File: src/rtl/mem_arbiter_rr.sv
// Round-robin arbiter that multiplexes NUM_DEV requesters onto one
// synchronous single-port RAM, with fixed-length pipelined read bursts.
module mem_arbiter_rr #(
  parameter int unsigned NUM_DEV   = 3,
  parameter int unsigned ADDR_W    = 10,
  parameter int unsigned DATA_W    = 32,
  parameter int unsigned BANK_W    = 4,
  parameter int unsigned BURST_LEN = 4,
  parameter int unsigned ADDR_STEP = 4
) (
  input  logic                      clk,
  input  logic                      reset,
  input  logic [NUM_DEV-1:0]        dev_mem_en,
  input  logic [NUM_DEV-1:0]        dev_mem_we,
  input  logic [NUM_DEV-1:0]        dev_burst_en,
  input  logic [NUM_DEV*ADDR_W-1:0] dev_mem_addr,
  input  logic [NUM_DEV*DATA_W-1:0] dev_mem_di,
  input  logic [NUM_DEV*BANK_W-1:0] dev_bank_select,
  output logic [NUM_DEV-1:0]        dev_ack,
  output logic                      mem_en,
  output logic                      mem_we,
  output logic [ADDR_W-1:0]         mem_addr,
  output logic [DATA_W-1:0]         mem_di,
  output logic [BANK_W-1:0]         mem_bank_select,
  input  logic [DATA_W-1:0]         mem_do,
  output logic [DATA_W-1:0]         dev_mem_do
);

  localparam int unsigned IDX_W = (NUM_DEV > 1) ? $clog2(NUM_DEV) : 1;
  localparam int unsigned CNT_W = $clog2(BURST_LEN + 1);

  typedef enum logic [1:0] {
    IDLE   = 2'd0,
    SINGLE = 2'd1,
    BURST  = 2'd2
  } state_t;

  state_t             state_q, state_d;
  logic [IDX_W-1:0]   owner_q, owner_d;
  logic [IDX_W-1:0]   last_grant_q, last_grant_d;
  logic [CNT_W-1:0]   beat_cnt_q, beat_cnt_d;
  logic [ADDR_W-1:0]  base_q, base_d;

  logic               issue_d;
  logic               we_d;
  logic [ADDR_W-1:0]  addr_d;
  logic [DATA_W-1:0]  di_d;
  logic [BANK_W-1:0]  bank_d;
  logic [NUM_DEV-1:0] ack_d;

  logic [NUM_DEV-1:0] eligible;
  logic               found;
  logic [IDX_W-1:0]   win;
  logic [IDX_W-1:0]   cand;
  logic [31:0]        burst_off;
  logic [ADDR_W-1:0]  burst_addr;

  logic [ADDR_W-1:0]  dev_addr [NUM_DEV];
  logic [DATA_W-1:0]  dev_di   [NUM_DEV];
  logic [BANK_W-1:0]  dev_bank [NUM_DEV];

  // Unpack the flat per-device buses.
  always_comb begin
    for (int unsigned i = 0; i < NUM_DEV; i++) begin
      dev_addr[i] = dev_mem_addr[i*ADDR_W +: ADDR_W];
      dev_di[i]   = dev_mem_di[i*DATA_W +: DATA_W];
      dev_bank[i] = dev_bank_select[i*BANK_W +: BANK_W];
    end
  end

  // A device whose beat was issued last cycle still holds its request awaiting ack.
  always_comb begin
    for (int unsigned i = 0; i < NUM_DEV; i++) begin
      eligible[i] = dev_mem_en[i] & ~(mem_en & (owner_q == IDX_W'(i)));
    end
  end

  // Continuation address wraps modulo 2^ADDR_W.
  assign burst_off  = 32'(beat_cnt_q) * ADDR_STEP;
  assign burst_addr = ADDR_W'(32'(base_q) + burst_off);

  assign dev_mem_do = mem_do;

  // Next-state, arbitration and next beat selection.
  always_comb begin
    state_d      = state_q;
    owner_d      = owner_q;
    last_grant_d = last_grant_q;
    beat_cnt_d   = beat_cnt_q;
    base_d       = base_q;
    issue_d      = 1'b0;
    we_d         = 1'b0;
    addr_d       = '0;
    di_d         = '0;
    bank_d       = '0;
    found        = 1'b0;
    win          = '0;
    cand         = '0;
    ack_d        = '0;

    if (mem_en) begin
      ack_d[owner_q] = 1'b1;
    end

    if (state_q == BURST && dev_mem_en[owner_q] && beat_cnt_q < CNT_W'(BURST_LEN)) begin
      issue_d    = 1'b1;
      addr_d     = burst_addr;
      di_d       = dev_di[owner_q];
      bank_d     = dev_bank[owner_q];
      beat_cnt_d = beat_cnt_q + CNT_W'(1);
    end else begin
      for (int unsigned k = 1; k <= NUM_DEV; k++) begin
        cand = IDX_W'((32'(last_grant_q) + k) % NUM_DEV);
        if (!found && eligible[cand]) begin
          found = 1'b1;
          win   = cand;
        end
      end
      if (found) begin
        issue_d      = 1'b1;
        owner_d      = win;
        last_grant_d = win;
        we_d         = dev_mem_we[win];
        addr_d       = dev_addr[win];
        di_d         = dev_di[win];
        bank_d       = dev_bank[win];
        if (dev_burst_en[win] && !dev_mem_we[win]) begin
          state_d    = BURST;
          beat_cnt_d = CNT_W'(1);
          base_d     = dev_addr[win];
        end else begin
          state_d    = SINGLE;
          beat_cnt_d = '0;
        end
      end else begin
        state_d    = IDLE;
        beat_cnt_d = '0;
      end
    end
  end

  // State and registered RAM/ack outputs.
  always_ff @(posedge clk) begin
    if (!reset) begin
      state_q         <= IDLE;
      owner_q         <= '0;
      last_grant_q    <= IDX_W'(NUM_DEV - 1);
      beat_cnt_q      <= '0;
      base_q          <= '0;
      mem_en          <= 1'b0;
      mem_we          <= 1'b0;
      mem_addr        <= '0;
      mem_di          <= '0;
      mem_bank_select <= '0;
      dev_ack         <= '0;
    end else begin
      state_q         <= state_d;
      owner_q         <= owner_d;
      last_grant_q    <= last_grant_d;
      beat_cnt_q      <= beat_cnt_d;
      base_q          <= base_d;
      mem_en          <= issue_d;
      mem_we          <= we_d;
      mem_addr        <= addr_d;
      mem_di          <= di_d;
      mem_bank_select <= bank_d;
      dev_ack         <= ack_d;
    end
  end

endmodule

File: config.mk
export PLATFORM = sky130hd
export DESIGN_NAME = mem_arbiter_rr
export DESIGN_NICKNAME = d
export VERILOG_FILES = /design/src/rtl/mem_arbiter_rr.sv
export SDC_FILE = /design/constraint.sdc
export NUM_CORES = 1
export LEC_CHECK = 0
export BUFFER_PORTS_ARGS = -buffer_cell sky130_fd_sc_hd__buf_4
export CORE_ASPECT_RATIO = 1.5
export CORE_MARGIN = 5
export CORE_UTILIZATION = 40
export CTS_CLUSTER_SIZE = 20
export DETAILED_ROUTE_END_ITERATION = 16
export GPL_TIMING_DRIVEN = 0
export MAX_ROUTING_LAYER = met4
export PLACE_DENSITY_LB_ADDON = 0.3
export SLEW_MARGIN = 25
export SYNTH_ARGS = -nofsm -noshare
export SYNTH_HDL_FRONTEND = slang
export SYNTH_SLANG_ARGS = --single-unit
File: constraint.sdc
create_clock -name clk -period 2.5 [get_ports clk]
set_input_delay 0.375 -clock clk [delete_from_list [all_inputs] [get_ports clk]]
set_output_delay 0.375 -clock clk [all_outputs]
set_load 0.01 [all_outputs]
==> results of run 1 <==
==> power by group through the flow <==
| stage | logic [uW] | registers (uW) | clock network, uW |
|---|---|---|---|
| floorplan | 3070 | 1830 | 0 |
| global placement | 4580 | 1730 | 0 |
| detailed placement | 4700 | 1740 | 0 |
| CTS | 5740 | 1730 | 1290 |
| global route | 6670 | 1780 | 1340 |
| finish | 6230 | 1740 | 1280 |
==> tightest hold or removal path, stage by stage <==
cell	delay [ns]
buf_4	0.09
a21oi_1	0.05
o32ai_1	0.10
==> registers in the layout (all words and copies together) (netlist names) <==
register         flops
state_q              2
owner_q              2
mem_en               1
mem_bank_select      4
last_grant_q         1
dev_ack              3
mem_we               1
base_q              10
mem_addr            10
beat_cnt_q           3
mem_di              32
==> worst max-delay path by stage <==
| stage | to | slack, ns | depth (start not counted) |
|---|---|---|---|
| detailed placement | mem_addr[5] | -0.64 | 11 |
| finish | mem_di[15] | -0.03 | 10 |
| CTS | base_q[9] | -0.02 | 9 |
| global route | mem_di[28] | -0.12 | 10 |
| floorplan | mem_di[13] | 0.009 | 9 |
| global placement | mem_bank_select[0] | -0.65 | 11 |
==> final cells by class <==
cell class	count	area, um2	share of cell area [%]
multi-input combinational	441	3210	41.8
timing repair buffer	256	1990	25.8
sequential	69	1390	18.0
buffer	80	581	7.55
clock buffer	14	284	3.69
tap	150	188	2.44
inverter	10	37.5	0.488
clock inverter	2	15.0	0.195
==> synth_stat cells, types with 3 or more instances <==
master    count
ha_1          6
xnor2_1       5
a211o_1      10
and2_1        3
inv_1        10
buf_1         8
o211ai_1      3
buf_4        35
a22o_1        9
buf_2         9
a21oi_1      47
and3_1       41
nand2_1      88
o32ai_1      18
nor2_1       87
dfxtp_1      69
nor2b_1       3
nand3_1       3
nand2b_1      3
clkbuf_1     29
nor3_1        3
mux2i_1      59
o32ai_2      18
==> per-stage QoR <==
stage,utilization [%],TNS (ns),instances
global route,66.4,-3.29,1022
detailed placement,57.8,-32.04,982
global placement,57.8,-31.60,982
CTS,64.3,-0.0312,1023
finish,66.4,-0.0911,1022
floorplan,-,0,601
==> cells by family after synthesis <==
kind of cell    after synthesis  synth area share [%]
flops                        69                  29.0
xor+xnor                      6                  1.10
buf+inv                      91                  10.2
simple gates                242                  22.9
mux                          60                  12.6
compound gates              125                  22.0
fa+ha+maj                     8                  2.23
==> layer usage <==
metal	vias to the layer above	part of all wire (%)	global-route usage [%]
li1	2631	-	-
met1	2653	36	28.0
met2	348	52	46.4
met3	60	9.1	5.97
met4	0	2.7	10.1
met5	-	0	-
==> what timing repair did <==
item,in CTS,in global routing
buffers inserted,21,1
pin swaps,16,10
gates resized for setup,65,45
endpoints found under the setup margin,60,61
gates cloned,4,0
==> results.yml, run 1 <==
sta:
  fmax_mhz: 396
  report.final.slew_viol_count: 0
  tightest_slew_ns: 0.881
  rsz0062_at_grt: "yes"
  relSlewSlack_pct: 41.3
  fin_skew_ns: 0.00604
  finalSetupViolCount: 8
  fin_crit_sh_pct: 101
  setup_ws_ns: -0.0281
  hold_viol: 0
  finalCriticalPeriod_ns: 2.53
  hold_slack_ns: 0.324
clock_network:
  cts_sinks: 69
  clkTransAtPathRegs_ns: 0.06
  cts_tree: "built"
  cts_root_buf: "clkbuf_16"
  htree_levels: 3
  insertion_delay_ns: 0.34
  cts_hold_buf: 0
  cts.path.max_buffers: 2
  cts_made_buffers: 9
pwr:
  seqPwrFrac_pct: 18.8
  p_comb_share_pct: 67.4
  switching_power_uw: 3850
  p_leak_uw: 0.00360
  p_per_area_nw_per_um2: 1200
  clock_power_share_pct: 13.8
  ir_drop_mv: 0.514
  internal-power_uw: 5400
  switching_share_pct: 41.6
  total_power_uw: 9250
layout:
  nNetsFinal: 1055
  fill_cells: 939
  design_area_um2: 7690
  drive_above_1_share_pct: 44.3
  layout_commonest_cell: "buf_4"
  diodes: 0
  syn2layout_area_growth_pct: 61.4
  layout.cells.most_common_list: "buf_4 (282), nor2_1 (87), nand2_1 (87), dfxtp_1 (66), mux2i_1 (57)"
status:
  status: "finished with violations"
  violations: "negative setup slack"
floorplan:
  dieHeight_um: 144
  start_util_pct: 41.1
  dieArea_um2: 14200
  fp.coreArea_um2: 11600
  rows: 48
  io_pins: 264
  die-width_um: 99.1
placement:
  post-place-ws_ns: -0.644
  dp_hpwl_um: 13900
  place.gp.congestion: 0.905
  placed_cell_area_um2: 6700
  port_buffers: 231
worst_setup_path:
  crit_family: "compound AO/OA/AOI/OAI gates"
  start_kind: "flip-flop"
  criticalPathCategory: "reg2reg"
  r2r-start: "owner_q[0]"
  arrival_ns: 2.77
  rrSetupSlack_ns: -0.03
  critPathMaxFanout: 10
  max_stage_delay_ns: 0.36
  crit_path_start: "owner_q[0]"
  reg2reg_to: "mem_di[15]"
  path_cells: "buf_6 > nor4bb_4 > or3_4 > maj3_2 > a2111oi_4 > buf_4 > nand2_4 > buf_8 > buf_12 > o32ai_2"
  cp_slowest_cell: "maj3_2"
  worstSetupEndpointType: "flip-flop"
  r2r_cells: 10
  cp_num_buf_inv: 4
  required_ns: 2.74
min_path:
  holdCritStartpoint: "dev_mem_di[39]"
  min_to: "mem_di[7]"
  min_path_cells: 3
  hold_class: "in2reg"
synthesis:
  synth.avg_cell_area_um2: 7.93
  synthTopCellsByArea: "dfxtp_1 (29%), mux2i_1 (12%), nand2_1 (6.9%)"
  async_flop_share_pct: 0
  ys_warn_count: 0
  synth_top_area_cell: "dfxtp_1"
  yosysTopAreaCellShare_pct: 29.0
  synth-seq-cells: 69
  synth_top_flop_cell: "dfxtp_1"
  netlist_area_um2: 4760
  yosysUniqueCellTypes: 49
  yosysSeqAreaShare_pct: 29.0
  synth_nets: 789
  syn_inst: 601
  synth_edf_count: 0
detailed_routing:
  ant_nets: 0
  dr.first_iter.drc_count: 358
  viasPerCell: 5.57
  first_pass_iters: 6
  vias: 5692
  wl_per_cell_um: 18.7
  routed_wirelength_um: 19100
  drc: 0
global_route:
  grt_pass1_vias: 5929
  grt_usage_pct: 26.1
  grt_max_degree: 12
  antenna_found_initial: 0
  grt_overflow: 0
  grt_pass1_wl_um: 28900
flow_run:
  maxCapViolCount: 0
No activity file was read; power rests on OpenSTA's default activity.
==> run 2, diff against run 1 <==
CELL_PAD_IN_SITES_DETAIL_PLACEMENT = 0   (was unset)
CELL_PAD_IN_SITES_GLOBAL_PLACEMENT = 1   (was unset)
CORE_UTILIZATION = 28   (was 40)
SKIP_CTS_REPAIR_TIMING = 1   (was unset)
==> results.yml, run 2 (synthesis gave the netlist of run 1 again) <==
status:
  status: "finished with violations"
  violations: "negative setup slack"
layout:
  fill_cells: 1700
  drive_above_1_share_pct: 42.4
  reg_top3: "mem_di: 32 flops, base_q: 10 flops, mem_addr: 10 flops"
  diodes: 0
  largest_register: "mem_di"
  multi_input_area_um2: 3080
  syn2layout_area_growth_pct: 57.1
  finalNonFillerCells: 1074
  seq_area_um2: 1380
  largest_reg_flops: 32
  layout_commonest_cell: "buf_4"
  layout.cells.most_common_list: "buf_4 (278), nor2_1 (87), nand2_1 (87), dfxtp_1 (67), mux2i_1 (55)"
  nNetsFinal: 1047
detailed_routing:
  first_pass_iters: 5
  routed_wirelength_um: 19500
  viasPerCell: 4.95
  ant_nets: 0
  dr.first_iter.drc_count: 332
  wl_per_cell_um: 18.2
  vias: 5320
  drc: 0
global_route:
  grt_pass1_vias: 5393
  antenna_found_initial: 0
  grt_pass1_wl_um: 28400
  grt_overflow: 0
  grt_usage_pct: 18.9
  grt_max_degree: 15
pwr:
  total_power_uw: 8650
  p_per_area_nw_per_um2: 1160
  ir_drop_mv: 0.425
  p_leak_uw: 0.00350
clock_network:
  cts_tree: "built"
  cts.path.max_buffers: 2
  cts_made_buffers: 9
  htree_levels: 3
  clkTransAtPathRegs_ns: 0.07
  insertion_delay_ns: 0.34
  cts_root_buf: "clkbuf_16"
  cts_sinks: 69
floorplan:
  fp.coreArea_um2: 16800
  rows: 58
  dieHeight_um: 170
  start_util_pct: 28.4
  dieArea_um2: 19800
  io_pins: 264
  die-width_um: 117
sta:
  fin_skew_ns: 0.00873
  setup_ws_ns: -0.0453
  finalSetupViolCount: 15
  finalCriticalPeriod_ns: 2.55
  fmax_mhz: 393
  rsz0062_at_grt: "yes"
  report.final.slew_viol_count: 0
  relSlewSlack_pct: 44.3
  fin_crit_sh_pct: 102
  tightest_slew_ns: 0.835
  hold_viol: 0
worst_setup_path:
  rrSetupSlack_ns: -0.05
  crit_path_start: "owner_q[0]"
  crit_family: "buffers and inverters"
  cp_num_buf_inv: 4
  criticalPathCategory: "reg2reg"
  r2r_cells: 10
  critPathMaxFanout: 10
  max_stage_delay_ns: 0.35
  cp_slowest_cell: "or3_1"
  start_kind: "flip-flop"
  arrival_ns: 2.79
  required_ns: 2.75
  reg2reg_to: "mem_di[30]"
  r2r-start: "owner_q[0]"
  path_cells: "buf_6 > nor4bb_1 > or3_1 > maj3_2 > a2111oi_4 > buf_4 > nand2_4 > buf_8 > buf_12 > o32ai_2"
  worstSetupEndpointType: "flip-flop"
placement:
  placed_cells: 1042
  dp_hpwl_um: 14700
  place.gp.congestion: 0.789
  port_buffers: 231
min_path:
  min_to: "mem_di[11]"
  min_path_cells: 3
  holdCritStartpoint: "dev_mem_di[43]"
  hold_class: "in2reg"
flow_run:
  maxCapViolCount: 0
run 2: power by group:
group	internal [uW]	switching (uW)	total (uW)	leakage, uW
Sequential	1520	197	1720	0.000569
Clock	688	572	1260	0.000135
Combinational	2750	2920	5670	0.00279
run 2: area by class of cell:
cell class	instances	share of cell area [%]
well taps	210	3.51
inverters	10	0.502
clock buffers	9	3.01
plain buffers	80	7.27
repair buffers	248	25.3
clock inverters	7	0.769
multi-input cells	441	41.1
flip-flops and latches	69	18.5
run 2: worst max path at each step:
stage	end	cells after the start
after floorplan	mem_di[13]	9
after global placement	mem_di[25]	8
after detailed placement	mem_addr[7]	11
after CTS	mem_addr[6]	11
after global routing	mem_di[13]	10
final	mem_di[30]	10
run 2: per-layer routing:
layer / global-route usage [%] / part of all wire (%) / routed length, um / up-vias
met2: 33.6 / 51 / 9980 / 232
met1: 20.9 / 40 / 7820 / 2453
met3: 4.53 / 7.5 / 1470 / 18
li1: - / - / - / 2617
met5: - / 0 / 0 / -
met4: 4.54 / 1.3 / 258 / 0
run 2: worst reg2reg max path, stage by stage (launching register included):
cell	delay [ns]
dfxtp_2	0.33
buf_6	0.13
nor4bb_1	0.12
or3_1	0.35
maj3_2	0.35
a2111oi_4	0.32
buf_4	0.21
nand2_4	0.08
buf_8	0.15
buf_12	0.15
o32ai_2	0.28
run 2: metrics by stage:
stage	TNS, ns	worst slack [ns]	instance area, um2	utilization, %	hold WS [ns]
detailed placement	-36.01	-0.722	6780	40.4	0.453
floorplan	0	0.00908	4770	-	0.435
global route	-4.05	-0.128	7480	44.6	0.324
global placement	-37.62	-0.863	6770	40.4	0.449
CTS	-37.06	-0.732	7060	42.1	0.305
finish	-0.268	-0.0453	7480	44.6	0.326
==> run 3, diff against run 2 <==
SETUP_SLACK_MARGIN = 0.05   (was unset)
==> results.yml, run 3 (synthesis gave the netlist of run 1 again) <==
status:
  status: "finished with violations"
  violations: "negative setup slack"
global_route:
  grt_max_degree: 13
  grt_overflow: 0
  antenna_found_initial: 0
  grt_usage_pct: 19.0
  grt_pass1_vias: 5483
  grt_pass1_wl_um: 28800
detailed_routing:
  vias: 5375
  first_pass_iters: 5
  wl_per_cell_um: 18.1
  viasPerCell: 4.98
  drc: 0
  ant_nets: 0
  routed_wirelength_um: 19600
  dr.first_iter.drc_count: 308
clock_network:
  cts_sinks: 69
  htree_levels: 3
  cts.path.max_buffers: 2
  clkTransAtPathRegs_ns: 0.06
  cts_made_buffers: 9
  insertion_delay_ns: 0.34
  cts_root_buf: "clkbuf_16"
  cts_tree: "built"
layout:
  layout_commonest_cell: "buf_4"
  fill_cells: 1703
  largest_reg_flops: 32
  syn2layout_area_growth_pct: 60.1
  diodes: 0
  nNetsFinal: 1054
  reg_top3: "mem_di: 32 flops, base_q: 10 flops, mem_addr: 10 flops"
  drive_above_1_share_pct: 44.3
  largest_register: "mem_di"
  layout.cells.most_common_list: "buf_4 (286), nand2_1 (87), nor2_1 (86), dfxtp_1 (67), mux2i_1 (51)"
  finalNonFillerCells: 1080
floorplan:
  dieHeight_um: 170
  dieArea_um2: 19800
  rows: 58
  io_pins: 264
  start_util_pct: 28.4
  fp.coreArea_um2: 16800
  die-width_um: 117
min_path:
  hold_class: "in2reg"
worst_setup_path:
  arrival_ns: 2.84
  worstSetupEndpointType: "flip-flop"
  rrSetupSlack_ns: -0.07
  required_ns: 2.76
  start_kind: "flip-flop"
  path_common_cell: "buf_4"
  cp_slowest_cell: "or3_1"
  path_cells: "buf_8 > nor4bb_1 > or3_1 > maj3_2 > a2111oi_4 > buf_4 > buf_4 > and4b_2 > buf_6 > mux2i_1"
  cp_num_buf_inv: 4
  max_stage_delay_ns: 0.36
  crit_family: "simple AND/OR/NAND/NOR gates"
  criticalPathCategory: "reg2reg"
  critPathMaxFanout: 8
placement:
  post-place-ws_ns: -0.622
  dp_hpwl_um: 14800
  placed_cells: 1042
  port_buffers: 231
  place.gp.congestion: 0.817
sta:
  fin_skew_ns: 0.00979
  setup_ws_ns: -0.0732
  hold_viol: 0
  relSlewSlack_pct: 47.5
  finalCriticalPeriod_ns: 2.57
  finalSetupViolCount: 10
  report.final.slew_viol_count: 0
  fin_crit_sh_pct: 103
  fmax_mhz: 389
  tightest_slew_ns: 0.788
  hold_slack_ns: 0.327
  rsz0062_at_grt: "yes"
pwr:
  p_per_area_nw_per_um2: 1170
  p_leak_uw: 0.00356
  ir_drop_mv: 0.421
flow_run:
  maxCapViolCount: 0
## run 3: cell types whose count changed in the layout (fill, tap and decap cells not counted), sizes merged
| cell | before | now |
|---|---|---|
| buf | 301 | 313 |
| bufinv | 0 | 1 |
| clkbuf | 36 | 31 |
| clkinv | 1 | 4 |
| clkinvlp | 2 | 1 |
| inv | 14 | 10 |
## run 3: layout make-up
type	instances	area, um2	area share (%)
multi-input cells	441	3110	40.7
repair buffers	255	1950	25.6
flip-flops and latches	69	1390	18.2
plain buffers	80	594	7.79
well taps	210	263	3.44
clock buffers	9	225	2.95
clock inverters	6	65.1	0.853
inverters	10	37.5	0.492
## run 3: per-stage QoR
stage	util [%]	area [um2]	setup TNS [ns]	total power [uW]
2_1_floorplan	-	4820	0	4980
3_5_place_dp	40.7	6820	-32.03	6630
4_1_cts	42.4	7110	-33.34	7990
6_report	45.5	7630	-0.543	8920
5_1_grt	45.5	7630	-2.12	9540
3_3_place_gp	40.6	6810	-33.99	6590
## run 3: final timing paths
kind,endpoint,cells after the start,from
setup / recovery,base_q[8],10,owner_q[0]
setup reg to reg,base_q[8],10,owner_q[0]
hold reg to reg,base_q[0],2,base_q[0]
hold / removal,mem_di[6],3,dev_mem_di[38]
## run 3: where the power goes
part           total, uW  internal [uW]  switching, uW  leakage, uW
logic               5880           2940           2940      0.00285
clock network       1310            768            540     0.000141
registers           1720           1520            200     0.000569
## run 3: worst min-delay path: cells and delay by family
kind | cells | cell delay, ns
AOI/OAI and AO/OA | 2 | 0.15
buffers and inverters | 1 | 0.08
## run 3: per-layer routing
| layer | GRT usage [%] | part of all wire, % |
|---|---|---|
| met5 | - | 0 |
| met3 | 3.10 | 6.9 |
| met1 | 22.1 | 41 |
| met2 | 33.8 | 51 |
| met4 | 4.29 | 1.3 |
